$ cat config.mk
export PLATFORM = sky130hd
export DESIGN_NAME = adc_spi_reader
export DESIGN_NICKNAME = d
export VERILOG_FILES = /design/src/rtl/adc_spi_reader.sv
export SDC_FILE = /design/constraint.sdc
export NUM_CORES = 1
export LEC_CHECK = 0
export BUFFER_PORTS_ARGS = -buffer_cell sky130_fd_sc_hd__buf_2
export CAP_MARGIN = 20
export CORE_MARGIN = 10
export CORE_UTILIZATION = 45
export CTS_CLUSTER_DIAMETER = 100
export DETAILED_ROUTE_END_ITERATION = 10
export GPL_TIMING_DRIVEN = 0
export HOLD_SLACK_MARGIN = 0.08
export PLACE_DENSITY = 0.74
export SYNTH_ARGS = -nofsm -noshare
export SYNTH_HDL_FRONTEND = slang
export SYNTH_SLANG_ARGS = --single-unit
$ cat constraint.sdc
create_clock -name clk -period 2.1 [get_ports clk]
set_clock_uncertainty 0.1 [all_clocks]
set_input_delay 0.42 -clock clk [delete_from_list [all_inputs] [get_ports clk]]
set_output_delay 0.42 -clock clk [all_outputs]
set_load 0.02 [all_outputs]
$ cat src/rtl/adc_spi_reader.sv
// rtl/adc_spi_reader.sv - LTC2308-style ADC serial master: conversion start, config shift-out, 12-bit readout
module adc_spi_reader #(
  parameter int CLK_DIV     = 2,
  parameter int CONV_CYCLES = 80
) (
  input  logic        clk,
  input  logic        reset,
  input  logic        start,
  input  logic [2:0]  channel,
  output logic        busy,
  output logic [11:0] sample,
  output logic        sample_valid,
  output logic [2:0]  sample_ch,
  output logic        adc_convst,
  output logic        adc_sck,
  output logic        adc_sdi,
  input  logic        adc_sdo
);

  localparam int DW = $clog2(CLK_DIV + 1);
  localparam int CW = $clog2(CONV_CYCLES + 1);
  localparam logic [DW-1:0] DIV_LAST  = DW'(CLK_DIV - 1);
  localparam logic [CW-1:0] CONV_LAST = CW'(CONV_CYCLES - 1);

  typedef enum logic [1:0] {IDLE, CONV, SHIFT, DONE} state_t;

  state_t        state;
  logic [CW-1:0] conv_cnt;
  logic [DW-1:0] div_cnt;
  logic [3:0]    bit_cnt;
  logic [5:0]    cfg;      // config bits still to send; MSB is the next one out
  logic [2:0]    cur_ch;   // channel configured by the transaction in flight
  logic [2:0]    prev_ch;  // channel whose conversion the ADC is returning now
  logic [11:0]   shreg;

  // Transaction sequencer: convert, shift config out while shifting the result in, publish
  always_ff @(posedge clk) begin
    if (reset) begin
      state        <= IDLE;
      conv_cnt     <= '0;
      div_cnt      <= '0;
      bit_cnt      <= '0;
      cfg          <= '0;
      cur_ch       <= '0;
      prev_ch      <= '0;
      shreg        <= '0;
      busy         <= 1'b0;
      sample       <= '0;
      sample_valid <= 1'b0;
      sample_ch    <= '0;
      adc_convst   <= 1'b0;
      adc_sck      <= 1'b0;
      adc_sdi      <= 1'b0;
    end else begin
      sample_valid <= 1'b0;
      case (state)
        IDLE: begin
          if (start) begin
            cur_ch     <= channel;
            // single-ended, odd/sign, select1, select0, unipolar, no sleep
            cfg        <= {1'b1, channel[0], channel[2], channel[1], 1'b1, 1'b0};
            conv_cnt   <= '0;
            adc_convst <= 1'b1;
            adc_sdi    <= 1'b0;
            busy       <= 1'b1;
            state      <= CONV;
          end
        end
        CONV: begin
          if (conv_cnt == CONV_LAST) begin
            adc_convst <= 1'b0;
            adc_sdi    <= cfg[5];
            div_cnt    <= '0;
            bit_cnt    <= '0;
            state      <= SHIFT;
          end else begin
            conv_cnt <= conv_cnt + 1'b1;
          end
        end
        SHIFT: begin
          if (div_cnt != DIV_LAST) begin
            div_cnt <= div_cnt + 1'b1;
          end else begin
            div_cnt <= '0;
            if (!adc_sck) begin
              // rising SCK: SDO is stable since the previous falling edge
              adc_sck <= 1'b1;
              shreg   <= {shreg[10:0], adc_sdo};
            end else begin
              // falling SCK: present the next config bit (zeros once cfg drains)
              adc_sck <= 1'b0;
              cfg     <= {cfg[4:0], 1'b0};
              adc_sdi <= cfg[4];
              if (bit_cnt == 4'd11) begin
                state <= DONE;
              end else begin
                bit_cnt <= bit_cnt + 1'b1;
              end
            end
          end
        end
        DONE: begin
          sample       <= shreg;
          sample_ch    <= prev_ch;
          prev_ch      <= cur_ch;
          sample_valid <= 1'b1;
          busy         <= 1'b0;
          adc_sdi      <= 1'b0;
          state        <= IDLE;
        end
        default: state <= IDLE;
      endcase
    end
  end

endmodule

==> Word level (Yosys, flattened, before mapping) <==
Index checks and enable logic that the tools add are counted.
{ "op_classes": {"addsub": 3, "mul": 0, "div": 0, "order_cmp": 0, "eq_ne": 13, "shifts": 0, "mux": 32, "n_bitwise": 2, "reduce_logical": 16} }
{ "ops": {"columns": ["operator", "n"], "rows": [
  ["2-to-1 mux 6 bit", 3],
  ["2-to-1 mux 4 bit", 4],
  ["2-to-1 mux 2 bit", 7],
  ["2-to-1 mux 7 bit", 2],
  ["inequality test 2 bit, second input constant", 7],
  ["case mux 7 bit (2 select lines)", 1],
  ["case mux 6 bit (2 select lines)", 1],
  ["AND reduction 5 bit", 2],
  ["AND reduction 3 bit", 3],
  ["2-to-1 mux 1 bit", 8],
  ["case mux 2 bit (4 select lines)", 1],
  ["case mux 4 bit (2 select lines)", 1],
  ["AND reduction 2 bit", 4],
  ["AND reduction 4 bit", 2],
  ["nonzero test 2 bit", 4],
  ["adder 7 x 1 -> 7 bit, second input constant", 1],
  ["== test 7 bit, second input constant", 1],
  ["adder 4 x 1 -> 4 bit, second input constant", 1],
  ["== test 2 bit, second input constant", 2],
  ["== test 4 bit, second input constant", 1],
  ["case mux 1 bit (2 select lines)", 2],
  ["case mux 1 bit (4 select lines)", 1],
  ["case mux 2 bit (2 select lines)", 1],
  ["adder 2 x 1 -> 2 bit, second input constant", 1],
  ["other kinds (4)", 5]
]} }
{ "word_totals": {"reg_bits": 59, "latchBits": 0, "ram_bits": 0, "rom_bits": 0, "inputBits": 7, "output_inout_bits": 20, "memories": 0} }

==> Logic depth before layout (Yosys ltp) <==
Gate-level depths: netlist of run 1.
{ "depth": {"depth_word": 5, "ltp_mapped": 8, "ltp_nobuf": 6} }

==> Worst setup path after synthesis of run 1 <==
OpenSTA, ideal clock, no wires.
{ "synth_timing": {"kind": "register -> register", "start": "register state[0]", "end": "register conv_cnt[6]", "setup_time_ns": 0.074, "t_arrival_ns": 1.502, "t_required_ns": 1.926, "slack_ns": 0.423, "path_stages_with_launch": 7, "synth_period_minus_slack_ns": 1.677, "cell_sequence": "dfxtp_1 -> inv_1 -> ha_1 -> buf_4 -> o21a_1 -> or4_1 -> a31oi_1"} }
{ "synth_between": {"elab_chain_len": 3} }
{ "synth_rtl": {"columns": ["element", "line", "source"], "rows": [
  ["start: declaration", "27", "state_t state;"],
  ["start signal: assignment", "39", "state <= IDLE;"],
  ["start signal: assignment", "66", "state <= CONV;"],
  ["start signal: assignment", "75", "state <= SHIFT;"],
  ["== test 2 x 1 -> 1 bit / zero test 2 bit (equally long branches)", "56", "case (state)"],
  ["inequality test 2 bit (no line) / nonzero test 2 bit (equally long branches)", null, null],
  ["AND reduction 3 bit (no line)", null, null],
  ["end signal: assignment", "77", "conv_cnt <= conv_cnt + 1'b1;"],
  ["end: declaration", "28", "logic [CW-1:0] conv_cnt;"]
]} }
Several ways; a longest one is shown, not always the timed one.
A chain may end at the register's enable or synchronous reset.

==> Final worst setup path of run 1 <==
{ "layout_timing": {"start": "register state[1]", "end": "register cfg[4]"} }
{ "layout_between": {"elab_chain_len": 3} }
{ "layout_rtl": {"columns": ["element", "line", "source"], "rows": [
  ["== test 2 bit / zero test 2 bit (equally long branches)", "56", null],
  ["inequality test 2 bit (no line) / nonzero test 2 bit (equally long branches)", null, null],
  ["AND reduction 4 bit (no line)", null, null],
  ["end signal: assignment", "61", "cfg <= {1'b1, channel[0], channel[2], channel[1], 1'b1, 1'b0};"],
  ["end signal: assignment", "92", "cfg <= {cfg[4:0], 1'b0};"],
  ["end: declaration", "31", "logic [5:0] cfg;"]
]} }
Several ways; a longest one is shown, not always the timed one.

==> results of run 1 <==
==> flip-flops by register name, summed over array words and instances, names as in the netlist, 3 cells and up <==
| signal | cells |
|---|---|
| bit_cnt | 4 |
| cfg | 5 |
| conv_cnt | 7 |
| cur_ch | 3 |
| prev_ch | 3 |
| sample | 12 |
| sample_ch | 3 |
| shreg | 12 |
==> synth_stat cells, types with 2 or more instances <==
library cell | count | share of area
o21a_1 | 2 | 0.0060
a211oi_1 | 3 | 0.0091
buf_2 | 6 | 0.012
clkbuf_1 | 5 | 0.0076
and3_1 | 2 | 0.0050
mux2i_1 | 24 | 0.097
nor2b_1 | 4 | 0.010
nand3b_1 | 3 | 0.0091
nor3_1 | 2 | 0.0040
nand2_1 | 33 | 0.050
ha_1 | 6 | 0.030
nand4_1 | 3 | 0.0076
nand2b_1 | 6 | 0.015
nand3_1 | 9 | 0.018
dfxtp_1 | 58 | 0.47
a22oi_1 | 3 | 0.0091
o31ai_1 | 3 | 0.0091
nor4_1 | 2 | 0.0050
a21oi_1 | 26 | 0.052
inv_1 | 7 | 0.011
o211ai_1 | 3 | 0.0091
nor2_1 | 30 | 0.045
a31oi_1 | 2 | 0.0050
==> through the flow <==
| stage | cell area [um^2] | worst slack [ns] | std cells | total power [mW] | utilization |
|---|---|---|---|---|---|
| finish | 2930 | 0.244 | 382 | 3.24 | 0.559 |
| global route | 2930 | 0.150 | 382 | 3.41 | 0.559 |
| CTS | 2930 | 0.247 | 382 | 3.26 | 0.559 |
| detailed placement | 2700 | 0.281 | 366 | 2.08 | 0.516 |
| global placement | 2700 | 0.304 | 366 | 2.06 | 0.516 |
| floorplan | 2480 | 0.423 | 270 | 1.90 | - |
==> per-layer routing <==
metal | routed length (um) | part of all wire | vias to the layer above | global-route usage
met3 | 289 | 0.053 | 13 | 0.0376
met1 | 2610 | 0.48 | 947 | 0.163
met2 | 2430 | 0.44 | 45 | 0.199
met5 | 0 | 0 | - | 0
li1 | - | - | 1015 | -
met4 | 138 | 0.025 | 0 | 0.0873
==> cells by family after synthesis <==
kind of cell / Yosys count / synth area share
compound gates: 56 / 0.152
xor+xnor: 1 / 0.00353
fa+ha+maj: 6 / 0.0302
buf+inv: 22 / 0.0408
flops: 58 / 0.468
mux: 25 / 0.101
simple gates: 102 / 0.205
==> how the worst max path moves through the flow <==
stage	start	endpoint	slack, ns
finish	state[1]$_SDFFE_PP0P_	cfg[4]$_SDFFE_PP0P_	0.24
global route	state[1]$_SDFFE_PP0P_	cfg[2]$_SDFFE_PP0P_	0.15
CTS	state[1]$_SDFFE_PP0P_	cfg[4]$_SDFFE_PP0P_	0.25
detailed placement	state[1]$_SDFFE_PP0P_	cfg[4]$_SDFFE_PP0P_	0.28
global placement	state[1]$_SDFFE_PP0P_	state[0]$_SDFFE_PP0P_	0.30
floorplan	state[0]$_SDFFE_PP0P_	conv_cnt[6]$_SDFFE_PP0P_	0.42
==> power breakdown <==
| part | internal, mW | switching [mW] | leakage (nW) |
|---|---|---|---|
| clock network | 0.733 | 0.446 | 0.117 |
| registers | 1.19 | 0.0629 | 0.470 |
| logic | 0.315 | 0.496 | 0.594 |
==> worst reg2reg max path: cells and delay by family (launching register included) <==
kind / cells / cell delay [ns]
AOI/OAI and AO/OA: 2 / 0.56
DFF: 1 / 0.39
and+or+nand+nor: 2 / 0.28
buffers and inverters: 2 / 0.25
adders and majority gates: 1 / 0.19
==> final cells by class <==
| type | count | area (um^2) |
|---|---|---|
| well taps | 70 | 87.6 |
| plain buffers | 14 | 71.3 |
| clock inverters | 4 | 73.8 |
| fillers | 474 | 2310 |
| inverters | 8 | 30.0 |
| repair buffers | 26 | 130 |
| flip-flops and latches | 58 | 1160 |
| clock buffers | 12 | 155 |
| multi-input cells | 190 | 1220 |
==> impl_results.md, run 1 <==
- CP arrival: 2.01 ns
- RSZ-0062 raised after global routing: no
- Antenna Nets Post-Route: 0
- Effective utilization at floorplan: 0.474
- Vias per inst: 5.29
- H-tree levels: 3
- Area Growth Syn to Fin: 18.0%
- Worst hold start: adc_sdo
- Post-synthesis async set-or-reset flop share: 0
- Commonest non-fill, non-tap cells in the layout: dfxtp_1, nand2_1, buf_2
- Count of hold-fix buffers inserted at cts: 0
- Die area: 8890 um^2
- Crit-path cells: inv_1 > ha_1 > buf_4 > and2b_4 > a211oi_4 > nor2_1 > a211oi_1
- Leak Pwr: 1.18 nW
- CTS Sinks: 58
- Tightest Hold Check Type: in2reg
- Placed wire-length estimate: 3.76 mm
- Final worst path period need: 1.86 ns
- TritonRoute pass-1 iters: 5
- CTS tree: done
- N_diodes: 0
- Commonest non-fill, non-tap cell in the layout: dfxtp_1
- R2r setup slk: 0.24 ns
- First-pass GRT wire length: 9.34 mm
- Reg clk slew, reported paths: 0.07 ns
- IO buf count: 26
- Worst path slowest cell: dfxtp_1
- CP max FO: 9
- Crit Path Class: reg2reg
- Hold worst-path end: shreg[0]$_SDFFE_PP0P_
- Critical register-to-register path endpoint: cfg[4]$_SDFFE_PP0P_
- Crit. End Element: flop
- Wirelength, routed: 5.46 mm
- Synthesized area: 2480 um^2
- Crit path buf inv count: 2
- Status: complete, no violations
- Period utilisation layout: 0.884
- Final hold vios: 0
- Most frequently used flop master after synthesis: dfxtp_1
- Sequential cell area fraction in the yosys report: 0.468
- GP Congestion: 0.852
- Post-cts resize count: 0
- R2R depth: 7
- Core Area: 5240 um^2
- DIE HEIGHT: 94.3 um
- Worst EP required: 2.25 ns
- Setup violators final: 0
- Row count: 26
- CTS root buffer: clkbuf_8
- Max transition margin: 0.633
- Yosys reg bits: 58
- DRT iter0 DRCs: 106
- Final Max Slew Viols: 0
- Clk buf depth: 2
- Average wire per standard cell: 14.3 um
- Critical Path Source Type: flop
- Overall routing resource usage: 0.133
- Layout cell share with drive strength beyond 1: 0.189
- Post-Syn Area per Cell: 9.19 um^2
- Initial antenna violation count: 0
- Minimum hold slack: 0.217 ns
- Worst Hold Depth: 3
- Fmax: 539 MHz
- Final net count: 320
- Clock latency on the worst-skew pair: 0.34 ns
- Syn_nets: 283
- Die width: 94.3 um
- EDFF count, synth: 0
- Stages on the worst setup path: 7
- Max cap viols: 0
- CTS Buf Count: 9
- # Post-CTS Setup Buffers: 0
- Pin count of the biggest net entering global routing: 11
- Synth cell types: 51
- Reg-to-reg critical path startpoint: state[1]$_SDFFE_PP0P_
- Slew @ Worst Pin: 0.551 ns
- I/O Pins: 27
- Setup TNS Final: 0 ns
- Cells after Synth: 270
- Vias in the first global route: 1933
- VDD IR max: 860 uV
- Grt total ovfl: 0
- # DRC: 0
- CP max stage delay: 0.39 ns
- Via count: 2020
- Family with the most delay on the worst path: compound AO/OA/AOI/OAI gates
- Power Dens Cells: 1110 nW/um^2
- Ys Warns: 0
(Power assumes the default switching activity.)
==> run 2: changes to the inputs <==
--- a/config.mk
+++ b/config.mk
@@ -8,12 +8,12 @@
 export BUFFER_PORTS_ARGS = -buffer_cell sky130_fd_sc_hd__buf_2
 export CAP_MARGIN = 20
 export CORE_MARGIN = 10
-export CORE_UTILIZATION = 45
+export CORE_UTILIZATION = 50
 export CTS_CLUSTER_DIAMETER = 100
 export DETAILED_ROUTE_END_ITERATION = 10
 export GPL_TIMING_DRIVEN = 0
 export HOLD_SLACK_MARGIN = 0.08
-export PLACE_DENSITY = 0.74
+export PLACE_DENSITY = 0.8
 export SYNTH_ARGS = -nofsm -noshare
 export SYNTH_HDL_FRONTEND = slang
 export SYNTH_SLANG_ARGS = --single-unit
==> constraint.sdc (replaced) <==
create_clock -name clk -period 2 [get_ports clk]
set_clock_uncertainty 0.1 [all_clocks]
set_input_delay 0.4 -clock clk [delete_from_list [all_inputs] [get_ports clk]]
set_output_delay 0.4 -clock clk [all_outputs]
set_load 0.02 [all_outputs]
==> run 2 against run 1 <==
Compared with the run above: power is 3.2% higher; non-clock buffer count stayed put; clock power hardly changed; critical path type unchanged; critical endpoint is now state[0]$_SDFFE_PP0P_; highest routed layer unchanged.
==> impl_results.md, run 2 (synthesized netlist as in run 1, its figures left out) <==
- Worst path slowest cell: dfxtp_1
- Status: complete, no violations
- Vias per inst: 5.43
- Effective utilization at floorplan: 0.522
- Critical register-to-register path endpoint: state[0]$_SDFFE_PP0P_
- Total power: 3.35 mW
- N_diodes: 0
- Final net count: 320
- Reg-to-reg critical path startpoint: state[0]$_SDFFE_PP0P_
- Final hold vios: 0
- CTS Sinks: 58
- Layout cell share with drive strength beyond 1: 0.189
- Reg clk slew, reported paths: 0.07 ns
- IO buf count: 26
- Average wire per standard cell: 14.0 um
- Worst EP required: 2.15 ns
- CTS tree: done
- Period utilisation layout: 0.907
- CP startpoint: state[0]$_SDFFE_PP0P_
- # DRC: 0
- DRT iter0 DRCs: 149
- Wirelength, routed: 5.29 mm
- Post-route setup slack: 0.187 ns
- Initial antenna violation count: 0
- Stages on the worst setup path: 7
- Vias in the first global route: 1951
- Die area: 8180 um^2
- Crit. End Element: flop
- Fill count: 447
- Core Area: 4750 um^2
- Commonest non-fill, non-tap cells in the layout: dfxtp_1, nand2_1, buf_2
- First-pass GRT wire length: 9.21 mm
- Clock latency on the worst-skew pair: 0.35 ns
- Power Dens Cells: 1150 nW/um^2
- Post-Layout Cell Count: 379
- I/O Pins: 27
- RSZ-0062 raised after global routing: no
- Area Growth Syn to Fin: 17.4%
- Setup WS pre-CTS: 0.203 ns
- Max transition margin: 0.621
- R2r setup slk: 0.19 ns
- Row count: 25
- Family with the most delay on the worst path: compound AO/OA/AOI/OAI gates
- CP arrival: 1.96 ns
- Crit-path cells: inv_1 > ha_1 > buf_4 > and2b_4 > a21oi_1 > nand3_1 > a221oi_1
- Final Max Slew Viols: 0
- DIE HEIGHT: 90.5 um
- Die width: 90.5 um
- Setup violators final: 0
- Via count: 2057
- CP max FO: 9
- Post-cts resize count: 0
- TritonRoute pass-1 iters: 4
- Pin count of the biggest net entering global routing: 11
- Overall routing resource usage: 0.137
- H-tree levels: 3
- Final core occ: 0.613
- Minimum hold slack: 0.191 ns
- Crit path buf inv count: 2
- # Post-CTS Setup Buffers: 0
- Fmax: 551 MHz
- CTS Buf Count: 9
- Count of hold-fix buffers inserted at cts: 0
- GP Congestion: 0.872
- Leak Pwr: 1.17 nW
- Clk buf depth: 2
- Setup TNS Final: 0 ns
- R2R depth: 7
- CTS root buffer: clkbuf_8
- Critical Path Source Type: flop
- Antenna Nets Post-Route: 0
- Final worst path period need: 1.81 ns
- Crit Path Class: reg2reg
- CP max stage delay: 0.36 ns
- Commonest non-fill, non-tap cell in the layout: dfxtp_1
- Slew @ Worst Pin: 0.568 ns
- Placed wire-length estimate: 3.66 mm
- Tightest Hold Check Type: in2reg
- Worst setup endpoint: state[0]$_SDFFE_PP0P_
- Grt total ovfl: 0
- Placed cell count: 363
- VDD IR max: 736 uV
- Max cap viols: 0
- Fin area: 2920 um^2
- Placed Instance Area: 2700 um^2
- Largest regs: sample x12, shreg x12, conv_cnt x7
run 2: layout make-up:
| cell class | instances | area [um^2] | area share |
|---|---|---|---|
| multi-input combinational | 190 | 1220 | 0.418 |
| inverter | 8 | 30.0 | 0.0103 |
| tap | 67 | 83.8 | 0.0288 |
| clock inverter | 5 | 77.6 | 0.0266 |
| clock buffer | 11 | 141 | 0.0485 |
| sequential | 58 | 1160 | 0.398 |
| timing repair buffer | 26 | 130 | 0.0446 |
| buffer | 14 | 71.3 | 0.0245 |
run 2: how the worst min path moves through the flow:
stage | start | to | depth (start not counted)
floorplan | cur_ch[0]$_SDFFE_PP0P_ | cur_ch[0]$_SDFFE_PP0P_ | 2
global placement | cur_ch[2]$_SDFFE_PP0P_ | cur_ch[2]$_SDFFE_PP0P_ | 2
detailed placement | cur_ch[2]$_SDFFE_PP0P_ | cur_ch[2]$_SDFFE_PP0P_ | 2
CTS | adc_sdo | shreg[0]$_SDFFE_PP0P_ | 3
global route | adc_sdo | shreg[0]$_SDFFE_PP0P_ | 3
finish | adc_sdo | shreg[0]$_SDFFE_PP0P_ | 3
run 2: power by group:
part	leakage (nW)	internal (mW)	switching [mW]
clock network	0.109	0.731	0.459
logic	0.594	0.332	0.511
registers	0.470	1.25	0.0633
total	1.17	2.31	1.03
run 2: worst min-delay path, stage by stage:
cell	delay (ns)
buf_2	0.09
nand2_1	0.05
a21oi_1	0.05
run 2: metal layers:
metal	GRT usage	vias to the layer above	wire, um
li1	-	1019	-
met1	0.163	988	2550
met2	0.209	40	2390
met3	0.0424	10	219
met4	0.0822	0	125
met5	0	-	0
